**src/rtl/slice_pkg.sv**
```systemverilog
// Shared types and constants for the katana slice-vector block.
// FSM state encoding and the frame-tick pixel position.
package slice_pkg;

  typedef enum logic [1:0] {
    ST_FILL  = 2'd0,
    ST_TRACK = 2'd1,
    ST_HELD  = 2'd2
  } slice_state_e;

  localparam logic [10:0] H_TICK = 11'd1024;
  localparam logic [9:0]  V_TICK = 10'd768;

endpackage

```
**src/rtl/katana_history.sv**
```systemverilog
// Katana position history: tick-gated shift register plus saturating fill count.
// Entry 0 is the newest sample; lag_in selects the older sample for the vector.
module katana_history
  import slice_pkg::*;
#(
  parameter int DEPTH = 20,
  parameter int XW    = 11,
  parameter int YW    = 10
) (
  input  logic                       clk_in,
  input  logic                       rst_n_in,
  input  logic                       tick_in,
  input  logic [XW-1:0]              x_in,
  input  logic [YW-1:0]              y_in,
  input  logic [$clog2(DEPTH)-1:0]   lag_in,
  output logic [XW-1:0]              head_x,
  output logic [YW-1:0]              head_y,
  output logic [XW-1:0]              lag_x,
  output logic [YW-1:0]              lag_y,
  output logic [$clog2(DEPTH+1)-1:0] fill_out
);

  localparam int FW = $clog2(DEPTH + 1);

  logic [XW-1:0] x_r [DEPTH];
  logic [YW-1:0] y_r [DEPTH];
  logic [FW-1:0] fill_r;

  // Shift a new sample in on every frame tick and count valid entries.
  always_ff @(posedge clk_in) begin
    if (!rst_n_in) begin
      for (int i = 0; i < DEPTH; i++) begin
        x_r[i] <= '0;
        y_r[i] <= '0;
      end
      fill_r <= '0;
    end else if (tick_in) begin
      x_r[0] <= x_in;
      y_r[0] <= y_in;
      for (int i = 1; i < DEPTH; i++) begin
        x_r[i] <= x_r[i-1];
        y_r[i] <= y_r[i-1];
      end
      if (fill_r != FW'(DEPTH)) begin
        fill_r <= fill_r + FW'(1);
      end
    end
  end

  assign head_x   = x_r[0];
  assign head_y   = y_r[0];
  assign lag_x    = x_r[lag_in];
  assign lag_y    = y_r[lag_in];
  assign fill_out = fill_r;

endmodule

```
**src/rtl/slice_vector.sv**
```systemverilog
// Katana swing vector: frame-tick detect, FILL/TRACK/HELD FSM and rise/run arithmetic.
// Optional speed magnitude and swing flag are built when SLICE_SPEED_EN is defined.
module slice_vector
  import slice_pkg::*;
#(
  parameter int DEPTH = 20,
  parameter int XW    = 11,
  parameter int YW    = 10,
  parameter int OW    = 12
) (
  input  logic                     clk_in,
  input  logic                     rst_n_in,
  input  logic [10:0]              hcount_in,
  input  logic [9:0]               vcount_in,
  input  logic [XW-1:0]            katana_x,
  input  logic [YW-1:0]            katana_y,
  input  logic                     split_in,
  input  logic [$clog2(DEPTH)-1:0] lag_in,
  output logic signed [OW-1:0]     rise_out,
  output logic signed [OW-1:0]     run_out,
  output logic                     vec_valid_out,
  input  logic [OW-1:0]            speed_thresh_in,
  output logic [OW:0]              speed_out,
  output logic                     swing_out
);

  localparam int LW = $clog2(DEPTH);
  localparam int FW = $clog2(DEPTH + 1);

  // Magnitude of a signed value, widened so the most negative value fits.
  function automatic logic [OW:0] mag(input logic signed [OW-1:0] v);
    logic [OW:0] ext;
    ext = {v[OW-1], v};
    if (v[OW-1]) begin
      mag = -ext;
    end else begin
      mag = ext;
    end
  endfunction

  logic                cond_s, cond_d_r, tick_s;
  logic [LW-1:0]       lag_eff_s;
  logic [XW-1:0]       head_x_s, lag_x_s;
  logic [YW-1:0]       head_y_s, lag_y_s;
  logic [FW-1:0]       fill_s;
  logic                filled_s;
  logic signed [OW-1:0] rise_s, run_s;
  slice_state_e        state_r, state_nxt_s;
  logic                vec_valid_nxt_s;
  logic signed [OW-1:0] rise_r, run_r;
  logic [OW:0]         speed_r, speed_nxt_s;
  logic                vec_valid_r, swing_r, swing_nxt_s;

  assign cond_s = (hcount_in == H_TICK) && (vcount_in == V_TICK);
  assign tick_s = cond_s && !cond_d_r;

  katana_history #(
    .DEPTH (DEPTH),
    .XW    (XW),
    .YW    (YW)
  ) u_hist (
    .clk_in   (clk_in),
    .rst_n_in (rst_n_in),
    .tick_in  (tick_s),
    .x_in     (katana_x),
    .y_in     (katana_y),
    .lag_in   (lag_eff_s),
    .head_x   (head_x_s),
    .head_y   (head_y_s),
    .lag_x    (lag_x_s),
    .lag_y    (lag_y_s),
    .fill_out (fill_s)
  );

  // Clamp the requested lag into 1..DEPTH-1.
  always_comb begin
    lag_eff_s = lag_in;
    if (lag_in == LW'(0)) begin
      lag_eff_s = LW'(1);
    end else if (lag_in > LW'(DEPTH - 1)) begin
      lag_eff_s = LW'(DEPTH - 1);
    end else begin
      lag_eff_s = lag_in;
    end
  end

  assign filled_s = fill_s > FW'(lag_eff_s);
  assign rise_s   = $signed({{(OW-YW){1'b0}}, head_y_s}) - $signed({{(OW-YW){1'b0}}, lag_y_s});
  assign run_s    = $signed({{(OW-XW){1'b0}}, head_x_s}) - $signed({{(OW-XW){1'b0}}, lag_x_s});

  // Next state and next validity; split always wins, HELD keeps validity from entry.
  always_comb begin
    state_nxt_s     = state_r;
    vec_valid_nxt_s = 1'b0;
    case (state_r)
      ST_FILL, ST_TRACK, ST_HELD: begin
        if (split_in) begin
          state_nxt_s = ST_HELD;
        end else if (filled_s) begin
          state_nxt_s = ST_TRACK;
        end else begin
          state_nxt_s = ST_FILL;
        end
      end
      default: state_nxt_s = ST_FILL;
    endcase
    case (state_nxt_s)
      ST_TRACK: vec_valid_nxt_s = 1'b1;
      ST_HELD:  vec_valid_nxt_s = vec_valid_r;
      default:  vec_valid_nxt_s = 1'b0;
    endcase
  end

`ifdef SLICE_SPEED_EN
  assign speed_nxt_s = (state_nxt_s == ST_TRACK) ? (mag(rise_s) + mag(run_s)) : speed_r;
  assign swing_nxt_s = vec_valid_nxt_s && (speed_nxt_s >= {1'b0, speed_thresh_in});
`else
  logic unused_thresh_s;
  assign unused_thresh_s = ^speed_thresh_in;
  assign speed_nxt_s     = '0;
  assign swing_nxt_s     = 1'b0;
`endif

  // State, tick edge detector and registered outputs; vector loads only into TRACK.
  always_ff @(posedge clk_in) begin
    if (!rst_n_in) begin
      cond_d_r    <= 1'b0;
      state_r     <= ST_FILL;
      rise_r      <= '0;
      run_r       <= '0;
      speed_r     <= '0;
      vec_valid_r <= 1'b0;
      swing_r     <= 1'b0;
    end else begin
      cond_d_r    <= cond_s;
      state_r     <= state_nxt_s;
      vec_valid_r <= vec_valid_nxt_s;
      swing_r     <= swing_nxt_s;
      speed_r     <= speed_nxt_s;
      if (state_nxt_s == ST_TRACK) begin
        rise_r <= rise_s;
        run_r  <= run_s;
      end
    end
  end

  assign rise_out      = rise_r;
  assign run_out       = run_r;
  assign speed_out     = speed_r;
  assign vec_valid_out = vec_valid_r;
  assign swing_out     = swing_r;

endmodule

```
**config.mk**
```make
export PLATFORM = sky130hd
export DESIGN_NAME = slice_vector
export DESIGN_NICKNAME = d
export VERILOG_FILES = /design/src/rtl/slice_pkg.sv /design/src/rtl/katana_history.sv /design/src/rtl/slice_vector.sv
export SDC_FILE = /design/constraint.sdc
export NUM_CORES = 1
export LEC_CHECK = 0
export CORE_ASPECT_RATIO = 2
export CORE_MARGIN = 4
export CORE_UTILIZATION = 50
export CTS_CLUSTER_SIZE = 10
export DETAILED_ROUTE_END_ITERATION = 6
export PLACE_DENSITY = 0.68
export SLEW_MARGIN = 20
export SYNTH_ARGS = -nofsm -noshare
export SYNTH_HDL_FRONTEND = slang
export SYNTH_SLANG_ARGS = --single-unit
```
**constraint.sdc**
```tcl
create_clock -name clk_in -period 23.9 [get_ports clk_in]
set_clock_uncertainty 0.1 [all_clocks]
set_input_delay 7.17 -clock clk_in [delete_from_list [all_inputs] [get_ports clk_in]]
set_output_delay 7.17 -clock clk_in [all_outputs]
set_load 0.005 [all_outputs]
```
======== Word-level counts from Yosys, hierarchy flattened ========
Memory sizes are Yosys's and may differ from the RTL's.
Cells that the tools add are included.
storage, ports and cells
  output and inout bits ................... 39
  memory bits (writable) .................. 420
  memories kept ........................... 2
  bits in registers ....................... 33
  input bits .............................. 62
cells by class
  multiplexer cells ....................... 50
  reductions and logical operators ........ 7
  magnitude comparators ................... 2
  eq/ne operators ......................... 7
  $add $sub $neg .......................... 3
  bitwise gates (word level) .............. 40
memory list
  name        words  bits a word  read ports  clocked after memory_dff  wr ports  line                  source
  u_hist.x_r  20     11           20          0                         20        katana_history.sv:25  logic [XW-1:0] x_r [DEPTH];
  u_hist.y_r  20     10           20          0                         20        katana_history.sv:26  logic [YW-1:0] y_r [DEPTH];
operator list
  kind                                                                   count
  11-bit 2-to-1 mux                                                      20
  10-bit 2-to-1 mux                                                      20
  1-bit bitwise OR                                                       40
  11-bit by 11-bit subtractor with 12-bit output                         1
  11-bit equality test, second input constant                            1
  10-bit by 10-bit subtractor with 11-bit output                         1
  10-bit equality test, second input constant                            1
  5-bit 2-to-1 mux                                                       2
  5-bit by 1-bit adder with 5-bit output, second input constant          1
  5-bit greater-than comparator                                          1
  5-bit greater-than comparator, second input constant                   1
  5-bit logical NOT                                                      1
  1-bit 2-to-1 mux                                                       5
  5-bit inequality test, second input constant                           1
  2-bit by 1-bit equality test with 1-bit output, second input constant  2
  2-bit equality test, second input constant                             2
  2-bit 2-to-1 mux                                                       2
  3-bit OR reduction                                                     1
  1-bit logical AND                                                      2
  2-bit logical NOT                                                      1
  1-bit one-hot mux with 2 select lines                                  1
  2-bit AND reduction                                                    1
  1-bit logical NOT                                                      1

======== Longest topological paths before layout ========
Gate-level depths: netlist of run 1.
  word-level depth ........................ 9
  gate-level depth with buffers ........... 18

======== By module ========
Synthesis of run 1 repeated with hierarchy kept, for this count alone.
unflattened totals
  cell total of the unflattened synthesis .. 1,652
  area total of the unflattened synthesis .. 21,587.0 µm²
by module, submodules not included
  module          times used  area each (µm²)  cells an instance  seq. area each (µm²)
  katana_history  1           19,242.2         1,368              12,712.2
  slice_vector    1           2,344.7          284                540.5

======== Least setup slack after synthesis of run 1 ========
OpenSTA, ideal clock, no wires.
  path kind ............................... input -> register
  start point ............................. input hcount_in[9]
  end point ............................... memory u_hist.x_r[0][0], enable pin
  required time ........................... 22.939 ns
  stages on the path ...................... 6
  arrival time ............................ 18.377 ns
  path buffers ............................ 2
  setup slack ............................. 4.562 ns
  path through ............................ nor4bb_1 nand3_1 nor3_1 clkbuf_1 clkbuf_1 nand2b_1
RTL lines
  item                line                  source
  start: declaration  slice_vector.sv:13    input logic [10:0] hcount_in,
  end: declaration    katana_history.sv:25

======== Worst setup path after layout of run 1 ========
  start point ............................. input lag_in[0]
  end point ............................... register run_r[10], in the netlist run_out[10]
between the ends
  longest elaborated chain between the ends .. 8
  elaborated cells on any way between the ends .. 11
  those cells by class .................... 1 x add/sub; 2 x order compare; 1 x eq/ne; 5 x mux; 1 x reduce/logical; 1 x memory
ends and longest elaborated chain
  item                                                                                                    line                 source
  start: declaration                                                                                      slice_vector.sv:18   input logic [$clog2(DEPTH)-1:0] lag_in,
  5-bit greater-than comparator                                                                           slice_vector.sv:80   end else if (lag_in > LW'(DEPTH - 1)) begin
  5-bit 2-to-1 mux                                                                                        slice_vector.sv:80
  5-bit 2-to-1 mux *                                                                                      slice_vector.sv:78   if (lag_in == LW'(0)) begin
  parallel branches: the longest is 5 deep, another holds 11-bit by 11-bit subtractor with 12-bit output  n/a
  end signal: assignment                                                                                  slice_vector.sv:142  run_r <= run_s;
  end: declaration                                                                                        slice_vector.sv:50   logic signed [OW-1:0] rise_r, run_r;
Mark *: on every way between the ends.
A chain may end at the register's enable or synchronous reset.

==> results of run 1 <==
[stage by stage]
stage	instance area, µm²	setup WS (ps)
finish	24100	11550
global route	24100	11350
CTS	24100	11650
detailed placement	22700	11070
global placement	22700	11090
floorplan	21800	4560
[flip-flops by register name (all words and copies together), names as in the netlist]
register         cells
cond_d_r             1
rise_out            11
run_out             12
state_r              2
u_hist.fill_out      5
u_hist.x_r         220
u_hist.y_r         200
vec_valid_out        1
[worst register-to-register path: stages, from the launching register on]
cell      delay [ps]
edfxtp_1         390
nor2b_1          150
a211oi_1          70
o31ai_1          250
o21ai_0          120
a32o_1           280
nor3_1           680
ha_1             330
fa_1             240
nor2b_1           70
o31a_1           280
o221a_2          270
a31oi_1          210
nand4_1          120
o211ai_1         130
[cell usage in the layout (no fill, tap or decap), types with 5 or more instances in the layout]
cell type	instances
edfxtp_1	420
and3_1	391
nand2_1	178
clkdlybuf4s50_1	70
o21ai_0	69
nor2_1	54
clkbuf_16	53
nand3_1	48
and2_1	44
a21oi_1	37
a211oi_1	36
mux2i_1	36
dfxtp_1	32
nor2b_1	28
ha_1	28
buf_4	24
o31ai_1	22
a311oi_1	20
mux4_2	19
nor3_1	16
conb_1	14
a32oi_1	13
a221oi_1	13
o22ai_1	11
nand2b_1	11
clkbuf_1	10
inv_1	9
a311o_1	8
or3_1	8
xor2_1	8
xnor2_1	7
a31oi_1	6
nor4_1	6
o21a_1	5
[metal layers]
| metal | up-vias | part of all wire | track usage |
|---|---|---|---|
| li1 | 6875 | - | - |
| met1 | 7626 | 0.38 | 0.293 |
| met2 | 554 | 0.49 | 0.388 |
| met3 | 125 | 0.059 | 0.0316 |
| met4 | 0 | 0.065 | 0.135 |
| met5 | - | 0 | 0 |
[final cells by class]
type | count | area (µm²) | area share
Tap cell | 545 | 682 | 0.0283
Clock inverter | 1 | 8.76 | 0.000364
Timing Repair Buffer | 100 | 966 | 0.0401
Clock buffer | 63 | 1360 | 0.0567
Sequential cell | 452 | 13300 | 0.551
Multi-Input combinational cell | 1199 | 7750 | 0.322
Inverter | 13 | 48.8 | 0.00203
[cell families after synthesis]
family,Yosys count
multiplexers,56
adder cells (fa/ha/maj),31
XOR/XNOR,15
AND/OR/NAND/NOR,806
buffers and inverters,195
other,1
flip-flops,452
AO/OA/AOI/OAI,277
[where the power goes]
group          internal, mW  leakage, nW  switching, mW
Combinational        0.0565         4.65          0.105
Clock                 0.393        0.669          0.297
Sequential            0.891         4.58         0.0175
[how the worst max path moves through the flow]
stage | startpoint | end | slack, ps | cells after the start
CTS | lag_in[0] | run_out[10]$_SDFFE_PN0P_ | 11650 | 16
detailed placement | lag_in[0] | run_out[10]$_SDFFE_PN0P_ | 11070 | 16
floorplan | hcount_in[9] | u_hist.x_r[0][0]$_SDFFCE_PN0P_ | 4560 | 6
global route | lag_in[0] | run_out[10]$_SDFFE_PN0P_ | 11350 | 16
global placement | lag_in[0] | run_out[10]$_SDFFE_PN0P_ | 11090 | 16
finish | lag_in[0] | run_out[10]$_SDFFE_PN0P_ | 11550 | 16
==> results by group, run 1 <==
Route
  • Vias: about 15000
  • ANT nets after route: 0
  • DRT Wirelength: around 56 mm
  • Initial DRT Pass Iterations: 5
  • 1st-iter DRT viols: around 1500
  • Residual DRC: 0
  • Via density: ~6.4
  • Wirelength per Cell: approximately 24 µm

Clock tree
  • Root buffer cell: clkbuf_16
  • CTS Buf Count: 51
  • Clock transition at path regs: 60 ps
  • H-tree depth: 2
  • Number of setup buffers added after CTS: 0
  • Cts repair resizes: 0
  • Sink Count: 452
  • Hold-fix buffers, CTS: 0
  • Longest Clk Path Bufs: 3
  • CTS tree: built
  • Clock Latency Late Sink: ~560 ps

Finish
  • Area Overhead vs Synth: 10.5%
  • NumNets Final: between 1500 and 2000
  • Fill cells: between 3000 and 4000
  • Share of layout cells above drive strength 1: 0.0646
  • Finished Layout Cells: 2373
  • Final design utilization: 0.562
  • Antenna cells: 0

STA
  • Endpoints failing setup: 0
  • Final Max Tran Viols: 0
  • Final hold vios: 0
  • Maximum clock rate: just over 80 MHz
  • Max_slew headroom: 0.207
  • Final Critical Period: between 10000 and 15000 ps
  • Fin Hold WS: between 300 and 400 ps
  • Final worst-path cycle share: 0.517
  • Slew of the pin with the lowest slew margin: between 1000 and 1500 ps
  • RSZ-0062 raised after global routing: no
  • Setup Total Neg Slack: 0 ps

Worst setup path
  • FF-to-FF path depth: 14
  • R2R Path Start: u_hist.x_r[8][0]$_SDFFCE_PN0P_
  • Crit Path Max Fanout: 45
  • Flop2flop setup slack: slightly above 20000 ps
  • Crit path kind: in2reg
  • Most frequent CP cell: buf_4
  • Reg2reg end: run_out[10]$_SDFFE_PN0P_
  • Critical path capture point type: register
  • Critical-path cell list: clkdlybuf4s50_1, nor3_4, buf_4, buf_4, nor2_1, buf_4, a32o_1, nor3_1, ha_1, fa_1, nor2b_1, o31a_1, o221a_2, a31oi_1, nand4_1, o211ai_1
  • Worst EP required: about 24000 ps
  • Delay-heaviest family, CP: buffers and inverters
  • WP buf/inv: 4
  • Critical Path AT: approximately 13000 ps
  • Startpoint Class: input port
  • Crit path max-delay cell type: clkdlybuf4s50_1
  • Critical path's largest stage delay: between 1000 and 1500 ps

Power
  • PwrDens: 73.1 mW/mm²
  • Total power after layout: roughly 1.8 mW
  • Worst vdd ir: slightly below 0.06 mV
  • LEAKAGE: between 9 and 10 nW

GRT
  • Gr usage total: 0.234
  • Vias in the first global route: about 15000
  • Largest net degree at the start of global routing: between 200 and 300
  • Total gr overflow: 0
  • First-pass GRT wire length: 86.6 mm
  • Initial antenna violation count: 0

Die
  • Die boundary height: ~300 µm
  • Rows: 107
  • CORE AREA: roughly 0.043 mm²
  • Die ar.: about 0.047 mm²
  • Initial core utilization: 0.508
  • I/O pin count: between 100 and 150
  • Die X: approximately 160 µm

Synthesis
  • Cell with the most instances after synthesis: edfxtp_1
  • Synthesis Warnings: 0
  • Xor/xnor cell area share of the yosys netlist: 0.00603
  • Simple-gate share of the synthesized area: 0.203
  • Mapped Area: approximately 0.022 mm²
  • Mux cell area share after synthesis: 0.0367
  • Adder and majority cell fraction of the synthesized area: 0.0184
  • Yosys top cell area share: 0.579
  • Synth Area per Inst: about 12 µm²
  • Synth top cells by count: 420 x edfxtp_1, 391 x and3_1, 178 x nand2_1
  • Synth Register Bits: roughly 450
  • Share of flip-flops with an asynchronous set or reset: 0
  • Synth cell types: 73
  • EDFF count, synth: between 400 and 500
  • Top_reg_cell synth: edfxtp_1
  • Gate Count Post-Synth: ~1800
  • Largest family of logic cells by synthesized area: simple AND/OR/NAND/NOR gates
  • Synth top area cells: edfxtp_1 58%, and3_1 11%, nand2_1 3.1%
  • Seq/Total Area, Yosys: 0.608
  • Largest area contributor in the netlist: edfxtp_1
  • Synth Area in Compound Gates: 0.0881

Placed design
  • RePlAce Congestion: 0.860
  • DP HPWL: between 30 and 40 mm
  • Placed cell count: between 2000 and 2500
  • IO Port Bufs: 74

Status
  • Status: complete, no violations

Min path
  • Hold path startpoint: vec_valid_out$_SDFFE_PN0P_
  • Worst hold path type: reg2reg
  • Worst hold path depth: 2
  • Worst-case hold path end point: vec_valid_out$_SDFFE_PN0P_

Run
  • Max-Cap Viols: 0
Power figures use the tool's default switching activity.
==> inputs of run 2 (changes only) <==
--- a/config.mk
+++ b/config.mk
@@ -10,7 +10,7 @@
 export CORE_UTILIZATION = 50
 export CTS_CLUSTER_SIZE = 10
 export DETAILED_ROUTE_END_ITERATION = 6
-export PLACE_DENSITY = 0.68
+export PLACE_DENSITY = 0.71
 export SLEW_MARGIN = 20
 export SYNTH_ARGS = -nofsm -noshare
 export SYNTH_HDL_FRONTEND = slang
==> constraint.sdc (replaced) <==
create_clock -name clk_in -period 10.6 [get_ports clk_in]
set_clock_uncertainty 0.1 [all_clocks]
set_input_delay 3.18 -clock clk_in [delete_from_list [all_inputs] [get_ports clk_in]]
set_output_delay 3.18 -clock clk_in [all_outputs]
set_load 0.005 [all_outputs]
==> results by group, run 2 (synthesis gave the netlist of run 1 again) <==
Status
  • Status: complete, no violations

Finish
  • Area Overhead vs Synth: 10.8%
  • Finished Layout Cells: 2389 (+0.67%)
  • Largest register FFs: 220 (unchanged)
  • Top reg by flops: u_hist.x_r
  • Commonest non-fill, non-tap cells in the layout: 420 x edfxtp_1, 391 x and3_1, 178 x nand2_1, 70 x clkdlybuf4s50_1, 69 x o21ai_0
  • Antenna cells: 0 (unchanged)
  • NumNets Final: 1912 (+0.16%)
  • Share of layout cells above drive strength 1: 0.0656 (+0.00107)
  • Commonest non-fill, non-tap cell in the layout: edfxtp_1
  • Fill cells: 3541 (+0.60%)

Clock tree
  • H-tree depth: 2 (unchanged)
  • CTS Buf Count: 51 (unchanged)
  • Longest Clk Path Bufs: 3 (unchanged)
  • CTS tree: built
  • Root buffer cell: clkbuf_16
  • Clock transition at path regs: 60 ps (about the same)
  • Hold-fix buffers, CTS: 0 (unchanged)
  • Sink Count: 452 (unchanged)
  • Number of setup buffers added after CTS: 0 (unchanged)
  • Cts repair resizes: 0 (unchanged)
  • Clock Latency Late Sink: 580 ps (+20 ps)

Route
  • ANT nets after route: 0 (unchanged)
  • DRT Wirelength: 56.1 mm (+0.11%)
  • Initial DRT Pass Iterations: 6 (+1)
  • Wirelength per Cell: 23.5 µm (-0.56%)
  • Via density: 6.35 (-0.72%)
  • 1st-iter DRT viols: 1861 (+24%)
  • Vias: 15172 (-0.053%)
  • Residual DRC: 0 (unchanged)

STA
  • Final Critical Period: roughly 7600 ps
  • RSZ-0062 raised after global routing: no
  • Final worst-path cycle share: 0.718
  • Endpoints failing setup: 0 (unchanged)
  • Maximum clock rate: roughly 130 MHz
  • Max_slew headroom: 0.273 (+0.0651)
  • Final Max Tran Viols: 0 (unchanged)
  • Final hold vios: 0 (unchanged)
  • Setup Total Neg Slack: 0 ps (unchanged)
  • Slew of the pin with the lowest slew margin: 1090 ps (-97.7 ps)

Min path
  • Worst hold path depth: 2 (unchanged)
  • Worst hold path type: reg2reg
  • Worst-case hold path end point: run_out[4]$_SDFFE_PN0P_
  • Hold path startpoint: run_out[4]$_SDFFE_PN0P_

Run
  • Max-Cap Viols: 0 (unchanged)

Power
  • Internal power: 3.02 mW (+130%)
  • P_sw: 0.975 mW (+130%)
  • Power share of the sequential group: 0.513 (-0.003)
  • Clock Power Share: 0.395 (+0.003)
  • Switching portion of total power: 0.244 (+0.00576)
  • Worst vdd ir: 0.120 mV (+100%)
  • Power share of the combinational group: 0.092 (about the same)
  • LEAKAGE: 9.93 nW (+0.29%)
  • PwrDens: 165 mW/mm² (+130%)

Die
  • Rows: 107 (unchanged)
  • Die ar.: 0.0472 mm² (unchanged)
  • I/O pin count: 101 (unchanged)
  • Die X: 156 µm (unchanged)
  • Die boundary height: 303 µm (unchanged)
  • CORE AREA: 0.0428 mm² (unchanged)
  • Initial core utilization: 0.508 (unchanged)

Worst setup path
  • Worst EP required: 10990 ps (-13300 ps)
  • Reg2reg end: run_out[10]$_SDFFE_PN0P_
  • Crit path launch: lag_in[3]
  • Crit path kind: in2reg
  • Critical Path AT: 8000 ps (-4740 ps)
  • R2R Path Start: u_hist.x_r[8][0]$_SDFFCE_PN0P_
  • FF-to-FF path depth: 14 (unchanged)
  • Flop2flop setup slack: 6840 ps (-13300 ps)
  • Critical path capture point type: register
  • Crit Path Max Fanout: 26 (-42%)
  • Startpoint Class: input port

Placed design
  • RePlAce Congestion: 0.836 (-2.7%)
  • Placed cell count: 2312 (+0.13%)
  • DP HPWL: 33.3 mm (+4.5%)
  • IO Port Bufs: 74 (unchanged)

GRT
  • First-pass GRT wire length: 86.5 mm (about the same)
  • Vias in the first global route: 15092 (+0.69%)
  • Gr usage total: 0.233 (about the same)
  • Largest net degree at the start of global routing: 277 (-3.5%)
  • Total gr overflow: 0 (unchanged)
  • Initial antenna violation count: 2 (+2)
-- run 2: cell types whose count changed in the layout (fill, tap and decap cells not counted), sizes merged --
cell    change
clkbuf     +10
inv         +3
buf         +3
-- run 2: layout make-up --
type                            count  area (µm²)  area share
Sequential cell                   452       13300       0.549
Multi-Input combinational cell   1199        7740       0.321
Clock buffer                       73        1360      0.0563
Timing Repair Buffer              103        1020      0.0421
Tap cell                          545         682      0.0282
Inverter                           13        48.8     0.00202
Clock inverter                      4        35.0     0.00145
-- run 2: per-layer routing --
metal	wire length (µm)	vias to the layer above	track usage	part of all wire
li1	-	6875	-	-
met1	20900	7578	0.283	0.37
met2	29100	605	0.410	0.52
met4	2770	2	0.113	0.049
met3	3260	112	0.0293	0.058
met5	13	-	0	0.00023
-- run 2: worst max path at each step --
| stage | to | slack, ps | cells after the start |
|---|---|---|---|
| final | run_out[10]$_SDFFE_PN0P_ | 2990 | 16 |
| after global routing | rise_out[10]$_SDFFE_PN0P_ | 2880 | 16 |
| after CTS | run_out[10]$_SDFFE_PN0P_ | 3070 | 17 |
| after detailed placement | run_out[10]$_SDFFE_PN0P_ | 2480 | 17 |
| after global placement | run_out[10]$_SDFFE_PN0P_ | 2510 | 17 |
| after floorplan | u_hist.x_r[0][0]$_SDFFCE_PN0P_ | 300 | 6 |
-- run 2: critical path: stages --
cell and delay (ps):
clkdlybuf4s50_1 780, buf_4 330, or2_2 620, nor2_1 80, o31ai_1 200, o21ai_0 110
a32o_1 320, nor3_1 700, ha_1 330, fa_1 230, nor2b_1 70, o31a_1 280
o221a_2 270, a31oi_1 210, nand4_1 120, o211ai_1 140
-- run 2: power by group through the flow --
stage                     registers, mW  logic, mW  clock network [mW]
after floorplan                    2.08      0.248                   0
after global placement             2.08      0.357                   0
after detailed placement           2.08      0.364                   0
after CTS                          2.05      0.365                1.60
after global routing               2.05      0.396                1.67
final                              2.05      0.366                1.58
-- run 2: per-stage QoR --
stage	setup slack, ps	power, mW	utilization	cell area, µm²	hold WS, ps
4_1_cts	3070	4.01	0.563	24100	356
6_report	2990	3.99	0.563	24100	351
5_1_grt	2880	4.12	0.563	24100	376
3_3_place_gp	2510	2.44	0.531	22700	334
2_1_floorplan	301	2.33	-	21800	319
3_5_place_dp	2480	2.45	0.531	22700	344
==> inputs of run 3 (changes only) <==
--- a/config.mk
+++ b/config.mk
@@ -10,7 +10,7 @@
 export CORE_UTILIZATION = 50
 export CTS_CLUSTER_SIZE = 10
 export DETAILED_ROUTE_END_ITERATION = 6
-export PLACE_DENSITY = 0.71
+export PLACE_DENSITY = 0.68
 export SLEW_MARGIN = 20
 export SYNTH_ARGS = -nofsm -noshare
 export SYNTH_HDL_FRONTEND = slang
==> constraint.sdc (replaced) <==
create_clock -name clk_in -period 7.3 [get_ports clk_in]
set_clock_uncertainty 0.1 [all_clocks]
set_input_delay 2.19 -clock clk_in [delete_from_list [all_inputs] [get_ports clk_in]]
set_output_delay 2.19 -clock clk_in [all_outputs]
set_load 0.005 [all_outputs]
==> results by group, run 3 (synthesis gave the netlist of run 1 again) <==
Placed design
  • RePlAce Congestion: 0.832 (-0.48%)
  • DP HPWL: 34.6 mm (+3.8%)
  • Placed cell count: 2354 (+1.8%)
  • IO Port Bufs: 74 (unchanged)
  • Post-Place Worst Slack: 543 ps (-1940 ps)
  • Placed cell areas: 0.0231 mm² (+1.7%)

Clock tree
  • Number of setup buffers added after CTS: 0 (unchanged)
  • Sink Count: 452 (unchanged)
  • Longest Clk Path Bufs: 3 (unchanged)
  • Clock transition at path regs: 60 ps (about the same)
  • Hold-fix buffers, CTS: 0 (unchanged)
  • CTS tree: built
  • CTS Buf Count: 51 (unchanged)
  • Clock Latency Late Sink: 570 ps (about the same)
  • H-tree depth: 2 (unchanged)
  • Root buffer cell: clkbuf_16
  • Cts repair resizes: 0 (unchanged)

Worst setup path
  • Crit path kind: in2reg
  • Most frequent CP cell: buf_4
  • Flop2flop setup slack: 3970 ps (-2870 ps)
  • FF-to-FF path depth: 12 (-2)
  • Reg2reg end: rise_out[7]$_SDFFE_PN0P_
  • Worst EP required: 7690 ps (-3300 ps)
  • R2R Path Start: u_hist.y_r[0][3]$_SDFFCE_PN0P_
  • Crit Path Max Fanout: 57 (+120%)
  • Critical path's largest stage delay: 800 ps (+20 ps)
  • WP buf/inv: 4 (+2)
  • Critical path capture point type: register
  • Crit path max-delay cell type: nor2_1
  • Critical-path cell list: clkdlybuf4s50_1, nor4_2, nor3_4, buf_12, nor2_1, a32o_1, nor3_1, buf_4, ha_1, fa_1, nor2b_1, o31a_1, o221a_2, a31oi_1, buf_4, o211ai_1
  • Startpoint Class: input port
  • Delay-heaviest family, CP: simple AND/OR/NAND/NOR gates
  • Critical Path AT: 6560 ps (-1440 ps)

Power
  • Worst vdd ir: 0.201 mV (+68%)
  • PwrDens: 237 mW/mm² (+43%)
  • LEAKAGE: 10.1 nW (+2.2%)
  • Total power after layout: 5.81 mW (+46%)

Die
  • Initial core utilization: 0.508 (unchanged)
  • Die ar.: 0.0472 mm² (unchanged)
  • Rows: 107 (unchanged)
  • I/O pin count: 101 (unchanged)
  • CORE AREA: 0.0428 mm² (unchanged)
  • Die X: 156 µm (unchanged)
  • Die boundary height: 303 µm (unchanged)

Route
  • Initial DRT Pass Iterations: 6 (unchanged)
  • ANT nets after route: 0 (unchanged)
  • DRT Wirelength: 56.2 mm (+0.12%)
  • Wirelength per Cell: 23.2 µm (-1.1%)
  • Residual DRC: 0 (unchanged)
  • 1st-iter DRT viols: 1412 (-24%)
  • Vias: 15315 (+0.94%)
  • Via density: 6.33 (-0.31%)

GRT
  • Vias in the first global route: 15342 (+1.7%)
  • Largest net degree at the start of global routing: 239 (-14%)
  • Total gr overflow: 0 (unchanged)
  • First-pass GRT wire length: 87.3 mm (+0.89%)
  • Gr usage total: 0.234 (+0.000783)
  • Initial antenna violation count: 0 (-2)

STA
  • Setup Total Neg Slack: 0 ps (unchanged)
  • Endpoints failing setup: 0 (unchanged)
  • Slew of the pin with the lowest slew margin: 1020 ps (-66.3 ps)
  • Final hold vios: 0 (unchanged)
  • Final Critical Period: between 6000 and 7000 ps
  • Fin Hold WS: 348 ps (-2.95 ps)
  • Final Max Tran Viols: 0 (unchanged)
  • RSZ-0062 raised after global routing: no
  • Final worst-path cycle share: 0.845
  • Worst Setup Slack, final: 1130 ps (-1850 ps)
  • Maximum clock rate: roughly 160 MHz
  • Max_slew headroom: 0.314 (+0.0417)

Finish
  • Share of layout cells above drive strength 1: 0.0870 (+0.0214)
  • Largest register FFs: 220 (unchanged)
  • Top reg by flops: u_hist.x_r
  • Commonest non-fill, non-tap cells in the layout: 420 x edfxtp_1, 391 x and3_1, 178 x nand2_1, 70 x clkdlybuf4s50_1, 69 x o21ai_0
  • Antenna cells: 0 (unchanged)
  • Area Overhead vs Synth: 12.4%
  • Final design utilization: 0.572 (+0.00824)
  • NumNets Final: 1954 (+2.2%)
  • Final Instance Area: 0.0245 mm² (+1.5%)
  • Finished Layout Cells: 2419 (+1.3%)
  • Commonest non-fill, non-tap cell in the layout: edfxtp_1

Run
  • Max-Cap Viols: 0 (unchanged)

Min path
  • Hold path startpoint: state_r[1]$_SDFF_PN0_
  • Worst hold path depth: 1 (-1)
  • Worst-case hold path end point: state_r[1]$_SDFF_PN0_
  • Worst hold path type: reg2reg

Status
  • Status: complete, no violations
[run 3: routing by layer]
| layer | GRT usage | up-vias | part of all wire |
|---|---|---|---|
| li1 | - | 6956 | - |
| met1 | 0.293 | 7716 | 0.38 |
| met5 | 0 | - | 0 |
| met2 | 0.407 | 514 | 0.51 |
| met4 | 0.110 | 0 | 0.052 |
| met3 | 0.0246 | 129 | 0.053 |
[run 3: how the worst max path moves through the flow]
stage               slack [ps]    startpoint  cells after the start                             end
finish                    1130     lag_in[3]                     16        run_out[10]$_SDFFE_PN0P_
global route               910     lag_in[3]                     15        rise_out[7]$_SDFFE_PN0P_
CTS                       1150     lag_in[3]                     15        rise_out[7]$_SDFFE_PN0P_
detailed placement         540     lag_in[3]                     15        rise_out[7]$_SDFFE_PN0P_
global placement           660     lag_in[3]                     16        run_out[10]$_SDFFE_PN0P_
floorplan                  460  hcount_in[9]                      6  u_hist.x_r[0][0]$_SDFFCE_PN0P_
[run 3: power breakdown]
part	internal, mW	leakage (nW)	switching, mW
Clock	1.27	0.669	0.994
Sequential	2.91	4.58	0.0573
Combinational	0.222	4.90	0.351
Total	4.41	10.1	1.40
[run 3: layout make-up]
cell class              instances  area, µm²
clock buffers                  62       1340
inverters                      13       48.8
multi-input cells            1199       7740
repair buffers                145       1390
clock inverters                 3       33.8
well taps                     545        682
flip-flops and latches        452      13300
fillers                      3488      18400
